===== src/rtl/esm_slot_scheduler_if.sv =====
// Slot scheduler port bundle: allocation, mark, issue handshake and status.
// master drives requests; slave is the scheduler.
interface esm_slot_scheduler_if #(
  parameter int BS = 16
);
  localparam int BSW = $clog2(BS);

  logic           flush;
  logic           alloc_req;
  logic           alloc_gnt;
  logic [BSW-1:0] alloc_idx;
  logic           mark_valid;
  logic [BSW-1:0] mark_idx;
  logic           issue_valid;
  logic           issue_ready;
  logic [BSW-1:0] issue_idx;
  logic [BSW:0]   free_count;
  logic [BSW:0]   ready_count;
  logic           mark_err;

  modport master (
    output flush, alloc_req, mark_valid, mark_idx, issue_ready,
    input  alloc_gnt, alloc_idx, issue_valid, issue_idx,
    input  free_count, ready_count, mark_err
  );

  modport slave (
    input  flush, alloc_req, mark_valid, mark_idx, issue_ready,
    output alloc_gnt, alloc_idx, issue_valid, issue_idx,
    output free_count, ready_count, mark_err
  );
endinterface


===== src/rtl/esm_slot_scheduler.sv =====
// Shuffle-buffer slot scheduler: allocates free slots, issues ready slots in LFSR order.
// Define ESM_SCHED_LINEAR_EN to always issue the lowest-indexed ready slot instead.
module esm_slot_scheduler #(
  parameter int          BS        = 16,
  parameter logic [15:0] LFSR_SEED = 16'hACE1
) (
  input  logic             clk,
  input  logic             rst,
  esm_slot_scheduler_if.slave sif
);
  localparam int BSW = $clog2(BS);

  typedef enum logic [1:0] {IDLE, PICK, ISSUE} state_e;

  state_e         state_q, state_d;
  logic [BS-1:0]  occ_q, occ_d;
  logic [BS-1:0]  rdy_q, rdy_d;
  logic [15:0]    lfsr_q, lfsr_d;
  logic           valid_q, valid_d;
  logic           err_q, err_d;
  logic [BSW-1:0] idx_q, idx_d;

  logic [BSW:0]   free_cnt, rdy_cnt;
  logic [BSW-1:0] free_idx, sel_idx;
  logic [15:0]    k, cnt;
  logic           found;

  function automatic logic [BSW:0] popcnt(input logic [BS-1:0] v);
    logic [BSW:0] s;
    s = '0;
    for (int i = 0; i < BS; i++) s = s + {{BSW{1'b0}}, v[i]};
    return s;
  endfunction

  assign free_cnt = (BSW+1)'(BS) - popcnt(occ_q);
  assign rdy_cnt  = popcnt(rdy_q);

  always_comb begin
    free_idx = '0;
    for (int i = BS - 1; i >= 0; i--) begin
      if (!occ_q[i]) free_idx = BSW'(i);
    end
  end

  // k-th set bit of rdy, counting from bit 0
  always_comb begin
`ifdef ESM_SCHED_LINEAR_EN
    k = 16'd0;
`else
    k = (rdy_cnt == '0) ? 16'd0 : lfsr_q % 16'(rdy_cnt);
`endif
    sel_idx = '0;
    cnt     = 16'd0;
    found   = 1'b0;
    for (int i = 0; i < BS; i++) begin
      if (rdy_q[i] && !found) begin
        if (cnt == k) begin
          sel_idx = BSW'(i);
          found   = 1'b1;
        end
        cnt = cnt + 16'd1;
      end
    end
  end

  assign sif.alloc_gnt   = sif.alloc_req && (free_cnt != '0);
  assign sif.alloc_idx   = free_idx;
  assign sif.issue_valid = valid_q;
  assign sif.issue_idx   = idx_q;
  assign sif.free_count  = free_cnt;
  assign sif.ready_count = rdy_cnt;
  assign sif.mark_err    = err_q;

  always_comb begin
    state_d = state_q;
    occ_d   = occ_q;
    rdy_d   = rdy_q;
    valid_d = valid_q;
    err_d   = err_q;
    idx_d   = idx_q;
    lfsr_d  = {lfsr_q[14:0],
               lfsr_q[15] ^ lfsr_q[13] ^ lfsr_q[12] ^ lfsr_q[10]};
    if (sif.flush) begin
      occ_d   = '0;
      rdy_d   = '0;
      err_d   = 1'b0;
      valid_d = 1'b0;
      state_d = IDLE;
    end else begin
      if (sif.alloc_gnt) occ_d[free_idx] = 1'b1;
      // marks are judged on pre-edge occupancy
      if (sif.mark_valid) begin
        if (occ_q[sif.mark_idx] && !rdy_q[sif.mark_idx])
          rdy_d[sif.mark_idx] = 1'b1;
        else
          err_d = 1'b1;
      end
      unique case (state_q)
        IDLE: begin
          if (rdy_cnt != '0) state_d = PICK;
        end
        PICK: begin
          if (rdy_cnt != '0) begin
            idx_d   = sel_idx;
            valid_d = 1'b1;
            state_d = ISSUE;
          end else begin
            state_d = IDLE;
          end
        end
        ISSUE: begin
          if (sif.issue_ready) begin
            occ_d[idx_q] = 1'b0;
            rdy_d[idx_q] = 1'b0;
            valid_d      = 1'b0;
            state_d      = (popcnt(rdy_d) != '0) ? PICK : IDLE;
          end
        end
        default: state_d = IDLE;
      endcase
    end
  end

  always_ff @(posedge clk or posedge rst) begin
    if (rst) begin
      state_q <= IDLE;
      occ_q   <= '0;
      rdy_q   <= '0;
      lfsr_q  <= LFSR_SEED;
      valid_q <= 1'b0;
      err_q   <= 1'b0;
      idx_q   <= '0;
    end else begin
      state_q <= state_d;
      occ_q   <= occ_d;
      rdy_q   <= rdy_d;
      lfsr_q  <= lfsr_d;
      valid_q <= valid_d;
      err_q   <= err_d;
      idx_q   <= idx_d;
    end
  end
endmodule

===== src/flat_wrapper.sv =====
// flat-port wrapper written by rule: the top's interface ports become plain ports
module esm_slot_scheduler_flat 
#(
  parameter int          BS        = 16,
  parameter logic [15:0] LFSR_SEED = 16'hACE1
)
  (clk, rst, sif_flush, sif_alloc_req, sif_mark_valid, sif_mark_idx, sif_issue_ready, sif_alloc_gnt, sif_alloc_idx, sif_issue_valid, sif_issue_idx, sif_free_count, sif_ready_count, sif_mark_err);
  esm_slot_scheduler_if #(.BS(BS)) sif_i ();
  input  logic clk;
  input  logic rst;
  input wire logic [$bits(sif_i.flush)-1:0] sif_flush;
  input wire logic [$bits(sif_i.alloc_req)-1:0] sif_alloc_req;
  input wire logic [$bits(sif_i.mark_valid)-1:0] sif_mark_valid;
  input wire logic [$bits(sif_i.mark_idx)-1:0] sif_mark_idx;
  input wire logic [$bits(sif_i.issue_ready)-1:0] sif_issue_ready;
  output wire logic [$bits(sif_i.alloc_gnt)-1:0] sif_alloc_gnt;
  output wire logic [$bits(sif_i.alloc_idx)-1:0] sif_alloc_idx;
  output wire logic [$bits(sif_i.issue_valid)-1:0] sif_issue_valid;
  output wire logic [$bits(sif_i.issue_idx)-1:0] sif_issue_idx;
  output wire logic [$bits(sif_i.free_count)-1:0] sif_free_count;
  output wire logic [$bits(sif_i.ready_count)-1:0] sif_ready_count;
  output wire logic [$bits(sif_i.mark_err)-1:0] sif_mark_err;
  assign sif_i.flush = sif_flush;
  assign sif_i.alloc_req = sif_alloc_req;
  assign sif_i.mark_valid = sif_mark_valid;
  assign sif_i.mark_idx = sif_mark_idx;
  assign sif_i.issue_ready = sif_issue_ready;
  assign sif_alloc_gnt = sif_i.alloc_gnt;
  assign sif_alloc_idx = sif_i.alloc_idx;
  assign sif_issue_valid = sif_i.issue_valid;
  assign sif_issue_idx = sif_i.issue_idx;
  assign sif_free_count = sif_i.free_count;
  assign sif_ready_count = sif_i.ready_count;
  assign sif_mark_err = sif_i.mark_err;
  esm_slot_scheduler #(.BS(BS), .LFSR_SEED(LFSR_SEED)) u_core (.clk(clk), .rst(rst), .sif(sif_i));
endmodule

===== config.mk =====
export PLATFORM = sky130hd
export DESIGN_NAME = esm_slot_scheduler_flat
export DESIGN_NICKNAME = d
export VERILOG_FILES = /design/src/rtl/esm_slot_scheduler_if.sv /design/src/rtl/esm_slot_scheduler.sv /design/src/flat_wrapper.sv
export SDC_FILE = /design/constraint.sdc
export NUM_CORES = 1
export LEC_CHECK = 0
export ABC_AREA = 1
export BUFFER_PORTS_ARGS = -buffer_cell sky130_fd_sc_hd__buf_4
export CAP_MARGIN = 20
export CORE_AREA = 4 4 186 188
export DETAILED_ROUTE_END_ITERATION = 8
export DIE_AREA = 0 0 190 192
export PLACE_DENSITY_LB_ADDON = 0.3
export SETUP_SLACK_MARGIN = 0.2
export SYNTH_ARGS = -nofsm -noshare
export SYNTH_HDL_FRONTEND = slang
export SYNTH_SLANG_ARGS = --single-unit

===== constraint.sdc =====
create_clock -name clk -period 45 [get_ports clk]
set_input_delay 4.5 -clock clk [delete_from_list [all_inputs] [get_ports clk]]
set_output_delay 4.5 -clock clk [all_outputs]
set_load 0.1 [all_outputs]

; After elaboration in Yosys (flattened, before gate mapping)
; Cells that the tools add are included.
[op_classes]
n_addsub = 60
div_mod_pow = 1
n_lt_le_gt_ge = 6
eq_ne = 21
n_mux = 126
bitwise_logic = 9
n_reduce_logical = 48
[ops]
columns = cell, count
row1 = 16-bit two-way mux, 26
row2 = 16-bit equality test, 14
row3 = 5-bit by 1-bit adder with 5-bit output, 42
row4 = "16-bit by 1-bit adder with 16-bit output, second input constant", 13
row5 = 4-bit two-way mux, 45
row6 = 1-bit two-way mux, 44
row7 = 16-bit bitwise AND, 2
row8 = 16-bit OR, 2
row9 = 1-bit logical AND, 20
row10 = 1-bit by 16-bit equality test with 1-bit output, 1
row11 = 1-bit logical NOT, 16
row12 = 16-bit logical NOT, 1
row13 = 16-bit by 5-bit modulo with 16-bit output, 1
row14 = 16-bit NOT, 1
row15 = "4-bit by 5-bit less-than comparator with 1-bit output, second input constant", 3
row16 = 5-bit nonzero test, 3
row17 = 1-bit demux with 4-bit select, 3
row18 = "4-bit by 1-bit greater-or-equal comparator with 1-bit output, second input constant", 3
row19 = 1-bit binary-select mux with 4-bit select, 2
row20 = 2-bit two-way mux, 4
row21 = 1-bit by 1-bit adder with 2-bit output, 3
row22 = "3-bit by 2-bit inequality test with 1-bit output, second input constant", 2
row23 = 2-bit one-hot mux with 3 select lines, 1
row24 = 3-bit AND reduction, 2
row25 = other kinds (14), 17
[totals]
register_bits = 56

; Logic depth before layout (Yosys ltp)
; Gate-level depths: netlist of run 1.
[logic_depth]
word_depth = 65
ltp_mapped = 282
mapped_depth_nobuf = 276

; Worst setup path before layout of run 1
; Ideal clock, no wire load.
[synth_path]
kind = register -> register
from = register u_core.rdy_q[1]
to = register u_core.idx_q[0] (netlist: u_core.sif.issue_idx[0])
setup_time_ns = 0.077
arrival_time_ns = 34.061
setup_slack_ns = 10.861
stages_incl_launch_ff = 250
cell_sequence = dfrtp_1 ha_1 inv_1 fa_1 fa_1 fa_1 fa_1 fa_1 inv_1 fa_1 inv_1 ha_1 o21ai_0 nand2_1 nand3_2 nand2_1 nand2_1 ha_1 (+214 left out) nand4_1 nand2_1 inv_1 ha_1 nand4_1 nand2_2 ha_1 nand2_1 nand2_2 ha_1 nand3_1 nor2_1 nand3_1 nand2_1 nand2_1 nor3_2 nand3_1 a21oi_1
[synth_between]
elab_chain_cells = 65
elab_cells_between_ends = 153
[synth_rtl]
columns = element, line
row1 = "start, declared", esm_slot_scheduler.sv:17  ; logic [BS-1:0] rdy_q, rdy_d;
row2 = "start signal, assigned", esm_slot_scheduler.sv:136  ; rdy_q <= rdy_d;
row3 = 1-bit by 1-bit adder with 2-bit output (*), esm_slot_scheduler.sv:31  ; for (int i = 0; i < BS; i++) s = s + {{BSW{1'b0}}, v[i]};
row4 = 5-bit by 1-bit adder with 5-bit output (*) (14 in a row), esm_slot_scheduler.sv:31
row5 = via sif_ready_count[1], flat_wrapper.sv:21  ; output wire logic [$bits(sif_i.ready_count)-1:0] sif_ready_count;
row6 = "parallel branches: the longest is 50 deep, another holds 16-bit by 5-bit modulo with 16-bit output", n/a
row7 = "end signal, assigned", esm_slot_scheduler.sv:140  ; idx_q <= idx_d;
row8 = "end, declared", esm_slot_scheduler.sv:21  ; logic [BSW-1:0] idx_q, idx_d;
; Mark *: on every way through the listed nets, which the timed path passes.
; A chain may end at the register's enable or synchronous reset.

; Final worst setup path of run 1
[layout_path]
from = register u_core.rdy_q[1]
to = register u_core.idx_q[0] (netlist: u_core.sif.issue_idx[0])
[layout_between]
elab_chain_cells = 65
elab_cells_between_ends = 153
[layout_rtl]
columns = element
row1 = "parallel branches: the longest is 65 deep, another holds 5-bit by 1-bit adder with 5-bit output"
; Parallel ways; which one is timed is not known.

==> results.md, run 1 <==
* Status: finished clean
* IO Port Bufs at 30
* Worst setup margin at roughly 6 ns
* CP startpoint kind: flip-flop
* Slew Limit Fails at 0
* Final critical-path share of the clock period at 0.869
* Yosys warns at 0
* Synthesized area per cell at around 5.9 sq um
* Initial Util at 0.442
* Synth Area in Compound Gates at 0.0935
* Antenna viol nets, final at 0
* Buffers & Inverters on Critical Path at 36
* Synth cell count leaders: nand2_1, inv_1, nand3_1
* Top FF cell, synth: dfrtp_1
* Hold path startpoint: u_core.lfsr_q[6]$_DFF_PP1_
* Via Count at 15800
* # diodes at 0
* Area grow syn2layout at 5.18%
* CTS max path bufs at 2
* Quantity of gates resized following cts at 0
* Ys async rst share at 1.00
* Mapped Area at 0.0147 sq mm
* Cell with the most instances after synthesis: nand2_1
* Critical path's top delay family: simple AND/OR/NAND/NOR gates
* H-tree depth at 2
* Core region area at around 0.033 sq mm
* Post-CTS Hold Fix Bufs at 0
* DRC viols at 0
* Slowest stage cell, crit path: inv_1
* WHS at around 0.39 ns
* Slowest stage delay, CP at 0.58 ns
* CTS Buf Count at 5
* Least-Margin Pin Slew at 0.978 ns
* Clock transition at path regs at about 0.080 ns
* Clk root buf: clkbuf_16
* Pre-antenna DRT Iters at 9
* Cells after DPL at around 2900
* Area leader, netlist: nand2_1
* Setup crit end kind: flip-flop
* Final layout net count at ~2700
* Post-Synth Simple-Gate Area at 0.507
* Non-filler instance count after layout at between 2000 and 3000
* FMAX at 25.6 MHz
* Clk_lat worst skew at about 0.3 ns
* Share of cells above drive strength 1 at 0.129
* MaxCap Viol Count at 0
* Post-CTS Setup Repair Bufs at 0
* R2R cell count at around 240
* Unrepaired setup endpoints after global routing: false
* #FFs+latches synth at 56
* Num ports at 31
* DIE HEIGHT at between 150 and 200 um
* Synth Area in XOR/XNOR at 0.0386
* Vias in the first global route at between 10000 and 15000
* Mux cell area share after synthesis at 0.000683
* Post-Synth Adder-Cell Area at 0.135
* Die Area at 0.0365 sq mm
* Final period demand of the worst path at ~39 ns
* Initial antenna violation count at 1
* Worst path most repeated cell: nand2_1
* CTS tree: done
* Worst Skew at ~0.0079 ns
* Vias per Instance at 5.36
* Crit Path Category: reg -> reg
* R2r endpoint: u_core.sif.issue_idx[0]$_DFFE_PP0P_
* Remaining Overflow, GRT at 0
* First-pass GRT wire length at around 70 mm
* Fin. Hold Viols at 0
* Post-Syn Nets at approximately 2700
* Min-Delay Path Depth at 0
* CP required at ~45 ns
* Avg WL per Cell at about 14 um
* Post-synth cell types at 65
* Total GRT Usage at 0.228
* Max FO, Critical Path at 18
* RePlAce Congestion at just under 1
* FF-to-FF setup slack at 5.89 ns
* Pre-CTS WS at ~6.3 ns
* EDFF count, synth at 0
* DRT iter0 DRCs at approximately 1400
* Cells after Synth at 2501
* Arrival time at the worst endpoint at between 30 and 40 ns
* Slew HR at 0.347
* HP Class: reg -> reg
* Routed wire length at roughly 43 mm
* Hold Crit Endpoint: u_core.lfsr_q[7]$_DFF_PP1_
* Final Setup Violations at 0
* Sequential fraction of the synthesis area at 0.0963
* Reg2Reg Launch Point: u_core.rdy_q[1]$_DFF_PP0_
* # fillers at ~3600
* Setup TNS at 0 ns
* Largest net degree at the start of global routing at 57
* Cell row count at 67
* DP Wirelength at about 35 mm
* Clock Sinks at between 50 and 60
* Main area contributors after synthesis: nand2_1, inv_1, ha_1, nand3_1, dfrtp_1
* Post-synth top area share at 0.182
* Die width at 190 um
* Combinational family with the most area after synthesis: simple AND/OR/NAND/NOR gates
cell type report:
cell class	instances	area (sq um)	share of cell area
clock buffers	5	125	0.00812
well taps	448	561	0.0364
inverters	441	1660	0.108
flip-flops and latches	56	1410	0.0916
clock inverters	3	68.8	0.00447
multi-input cells	1968	11300	0.736
repair buffers	32	240	0.0156
cells by family (layout without fill, tap and decap cells):
logic type	count (synthesis)	in the layout
simple gates	1544	1544
buf+inv	477	481
compound gates	221	221
fa+ha+maj	139	139
xor+xnor	63	63
flops	56	56
mux	1	1
metal layers:
layer	GRT usage	routed length [um]
met1	0.326	20100
met2	0.374	19300
met3	0.0214	2450
met4	0.0534	898
met5	0	13
worst reg2reg max path, delay by kind of cell (launching register included):
family / cells / cell delay [ns]
AND/OR/NAND/NOR: 135 / 16.81
adder cells (fa/ha/maj): 30 / 10.09
AO/OA/AOI/OAI: 41 / 7.12
buffers and inverters: 36 / 3.90
XOR/XNOR: 2 / 0.64
flip-flops: 1 / 0.49
layout by cell type (no fill, tap or decap), types with 7 or more instances in the layout:
| cell type | n |
|---|---|
| nand3_2 | 35 |
| nor2_4 | 18 |
| a21o_1 | 7 |
| nand3_1 | 267 |
| clkinv_1 | 8 |
| nand2_1 | 710 |
| o21ai_0 | 62 |
| nor3_1 | 18 |
| o22ai_1 | 14 |
| buf_4 | 32 |
| a21oi_1 | 58 |
| ha_1 | 108 |
| inv_1 | 380 |
| inv_2 | 52 |
| o21bai_1 | 14 |
| nor2_2 | 51 |
| o21ai_1 | 14 |
| o31ai_1 | 20 |
| nand2_2 | 67 |
| xnor2_1 | 20 |
| nand4_1 | 92 |
| fa_1 | 31 |
| dfstp_2 | 8 |
| nand3_4 | 12 |
| nor2_1 | 229 |
| xor2_1 | 42 |
| or2_2 | 9 |
| dfrtp_1 | 48 |
state kept, by name, summed over array words and instances, names as in the netlist:
signal / count
u_core.lfsr_q: 16
u_core.occ_q: 16
u_core.rdy_q: 16
u_core.sif.issue_idx: 4
u_core.sif.issue_valid: 1
u_core.sif.mark_err: 1
u_core.state_q: 2
stage by stage:
step,util,cell area [sq um]
6_report,0.465,15400
5_1_grt,0.465,15400
4_1_cts,0.465,15400
3_5_place_dp,0.460,15200
3_3_place_gp,0.460,15200
2_1_floorplan,-,14700
worst max path at each step:
stage	start	to	slack [ns]	depth (start not counted)
2_1_floorplan	u_core.rdy_q[1]$_DFF_PP0_	u_core.sif.issue_idx[0]$_DFFE_PP0P_	10.86	249
3_3_place_gp	u_core.rdy_q[1]$_DFF_PP0_	u_core.sif.issue_idx[3]$_DFFE_PP0P_	7.74	243
3_5_place_dp	u_core.rdy_q[1]$_DFF_PP0_	u_core.sif.issue_idx[1]$_DFFE_PP0P_	6.27	249
4_1_cts	u_core.rdy_q[1]$_DFF_PP0_	u_core.sif.issue_idx[0]$_DFFE_PP0P_	6.17	248
5_1_grt	u_core.rdy_q[1]$_DFF_PP0_	u_core.sif.issue_idx[0]$_DFFE_PP0P_	1.37	249
6_report	u_core.rdy_q[1]$_DFF_PP0_	u_core.sif.issue_idx[0]$_DFFE_PP0P_	5.89	244
Power of run 1 is not shown: default switching activity piles up to over one toggle a cycle in this logic, so the estimate is an artifact.
==> run 2: changes to the inputs <==
==> constraint.sdc (replaced) <==
create_clock -name clk -period 40.4 [get_ports clk]
set_input_delay 4.04 -clock clk [delete_from_list [all_inputs] [get_ports clk]]
set_output_delay 4.04 -clock clk [all_outputs]
set_load 0.005 [all_outputs]
==> run 2 against run 1 <==
  * Fmax rose by 7.2%
  * Worst hold slack got worse by 0.00068 ns
  * Critical path depth rose by 2
  * Core utilization rose by 0.99 points
  * Clock-buffer cell count did not move
  * Clock skew barely moved
  * Non-clock buffer count rose by 21
  * Via count fell by 0.29%
  * Critical path type unchanged
  * Largest cell class unchanged
  * Highest routed layer is now met4
==> results.md, run 2 (synthesized netlist as in run 1, its figures left out) <==
* CTS Buf Count at 5
* CP startpoint kind: flip-flop
* Slew HR at 0.137
* Vias in the first global route at 14400
* R2R cell count at 246
* Most frequent cells in the layout: nand2_1, inv_1, nand3_1
* Worst Skew at between 0.008 and 0.009 ns
* Least-Margin Pin Slew at 1.29 ns
* Routing usage on met3 at 0.0209
* CTS max path bufs at 2
* R2r endpoint: u_core.sif.issue_idx[1]$_DFFE_PP0P_
* Final Setup Violations at 0
* DRT iter0 DRCs at 1412
* RePlAce Congestion at slightly below 1
* GR peak layer: met2
* Die width at 190 um
* Share of cells above drive strength 1 at 0.145
* Hold Crit Endpoint: u_core.lfsr_q[6]$_DFF_PP1_
* H-tree depth at 2
* DP Wirelength at around 35 mm
* CTS tree: done
* Post-CTS Hold Fix Bufs at 0
* Pre-antenna DRT Iters at 5
* FF-to-FF setup slack at ~4 ns
* Top Registers: u_core.lfsr_q (16), u_core.occ_q (16), u_core.rdy_q (16)
* Slew Limit Fails at 0
* Arrival time at the worst endpoint at between 30 and 40 ns
* CP required at 40.62 ns
* Final Util at 0.475
* MaxCap Viol Count at 0
* Avg WL per Cell at 14.3 um
* IO Port Bufs at 30
* # diodes at 0
* Clk_lat worst skew at 0.30 ns
* GRT met1 Usage at 0.325
* Status: finished clean
* Core region area at approximately 0.033 sq mm
* Cell row count at between 60 and 70
* DRC viols at 0
* Grt met2 use at 0.366
* Vias per Instance at between 5 and 6
* Remaining Overflow, GRT at 0
* Unrepaired setup endpoints after global routing: false
* Via Count at between 15000 and 20000
* Worst path most repeated cell: nand2_1
* Initial Util at 0.442
* Routed wire length at around 43 mm
* Clock transition at path regs at around 0.08 ns
* Num ports at 31
* Final layout net count at 2675
* FMAX at 27.4 MHz
* Crit Path Category: reg -> reg
* Reg2Reg Launch Point: u_core.rdy_q[1]$_DFF_PP0_
* Slowest stage cell, crit path: fa_1
* Die Area at roughly 0.036 sq mm
* Largest net degree at the start of global routing at 57
* Final Cell Area at between 0.015 and 0.02 sq mm
* Total GRT Usage at 0.226
* Min-Delay Path Depth at 0
* HP Class: reg -> reg
* Setup TNS at 0 ns
* Hold path startpoint: u_core.lfsr_q[5]$_DFF_PP1_
* Critical path's top delay family: simple AND/OR/NAND/NOR gates
* Clock Sinks at between 50 and 60
* Placed cell area at between 0.015 and 0.02 sq mm
* Clk root buf: clkbuf_16
* Area grow syn2layout at 7.41%
* Final critical-path share of the clock period at 0.903
* Slowest stage delay, CP at 0.53 ns
* Max FO, Critical Path at 11
* DIE HEIGHT at roughly 190 um
* Fin. Hold Viols at 0
* First-pass GRT wire length at about 70 mm
* Antenna viol nets, final at 0
* # fillers at approximately 3500
* Final period demand of the worst path at ~36 ns
* Buffers & Inverters on Critical Path at 34
* Initial antenna violation count at 0
* Setup crit end kind: flip-flop
* Commonest non-fill, non-tap cell in the layout: nand2_1
-- run 2: final cells by class --
class	count	area [sq um]	share of cell area
Multi-Input combinational cell	1969	11500	0.733
Inverter	441	1680	0.107
Sequential cell	56	1410	0.0898
Tap cell	448	561	0.0356
Timing Repair Buffer	53	398	0.0253
Clock buffer	5	125	0.00795
Clock inverter	3	18.8	0.00119
-- run 2: metal layers --
metal	routed length [um]	vias to the layer above
met1	20300	7123
met5	0	-
met2	19000	485
met3	2430	79
li1	-	8109
met4	1000	0
-- run 2: repair_timing --
| item | in CTS | in global routing |
|---|---|---|
| hold endpoints to repair | 0 | 0 |
| endpoints found under the setup margin | 0 | 4 |
| resized for setup | 0 | 52 |
| buffers inserted | 0 | 21 |
-- run 2: through the flow --
stage          worst slack (ns)  instances  hold WS (ns)
2_1_floorplan              6.95       2501         0.367
5_1_grt                   0.156       2975         0.396
3_5_place_dp               1.77       2945         0.377
3_3_place_gp               3.13       2945         0.380
4_1_cts                    1.68       2953         0.394
6_report                   3.91       2975         0.393
-- run 2: worst max-delay path by stage --
stage,endpoint,from,slack [ns],cells after the start
final,u_core.sif.issue_idx[1]$_DFFE_PP0P_,u_core.rdy_q[1]$_DFF_PP0_,3.91,246
after global routing,u_core.sif.issue_idx[0]$_DFFE_PP0P_,u_core.rdy_q[0]$_DFF_PP0_,0.16,253
after CTS,u_core.sif.issue_idx[1]$_DFFE_PP0P_,u_core.rdy_q[1]$_DFF_PP0_,1.68,246
after detailed placement,u_core.sif.issue_idx[2]$_DFFE_PP0P_,u_core.rdy_q[1]$_DFF_PP0_,1.77,247
after global placement,u_core.sif.issue_idx[3]$_DFFE_PP0P_,u_core.rdy_q[1]$_DFF_PP0_,3.13,243
after floorplan,u_core.sif.issue_idx[0]$_DFFE_PP0P_,u_core.rdy_q[1]$_DFF_PP0_,6.95,251
Power of run 2 is left out for the same reason.
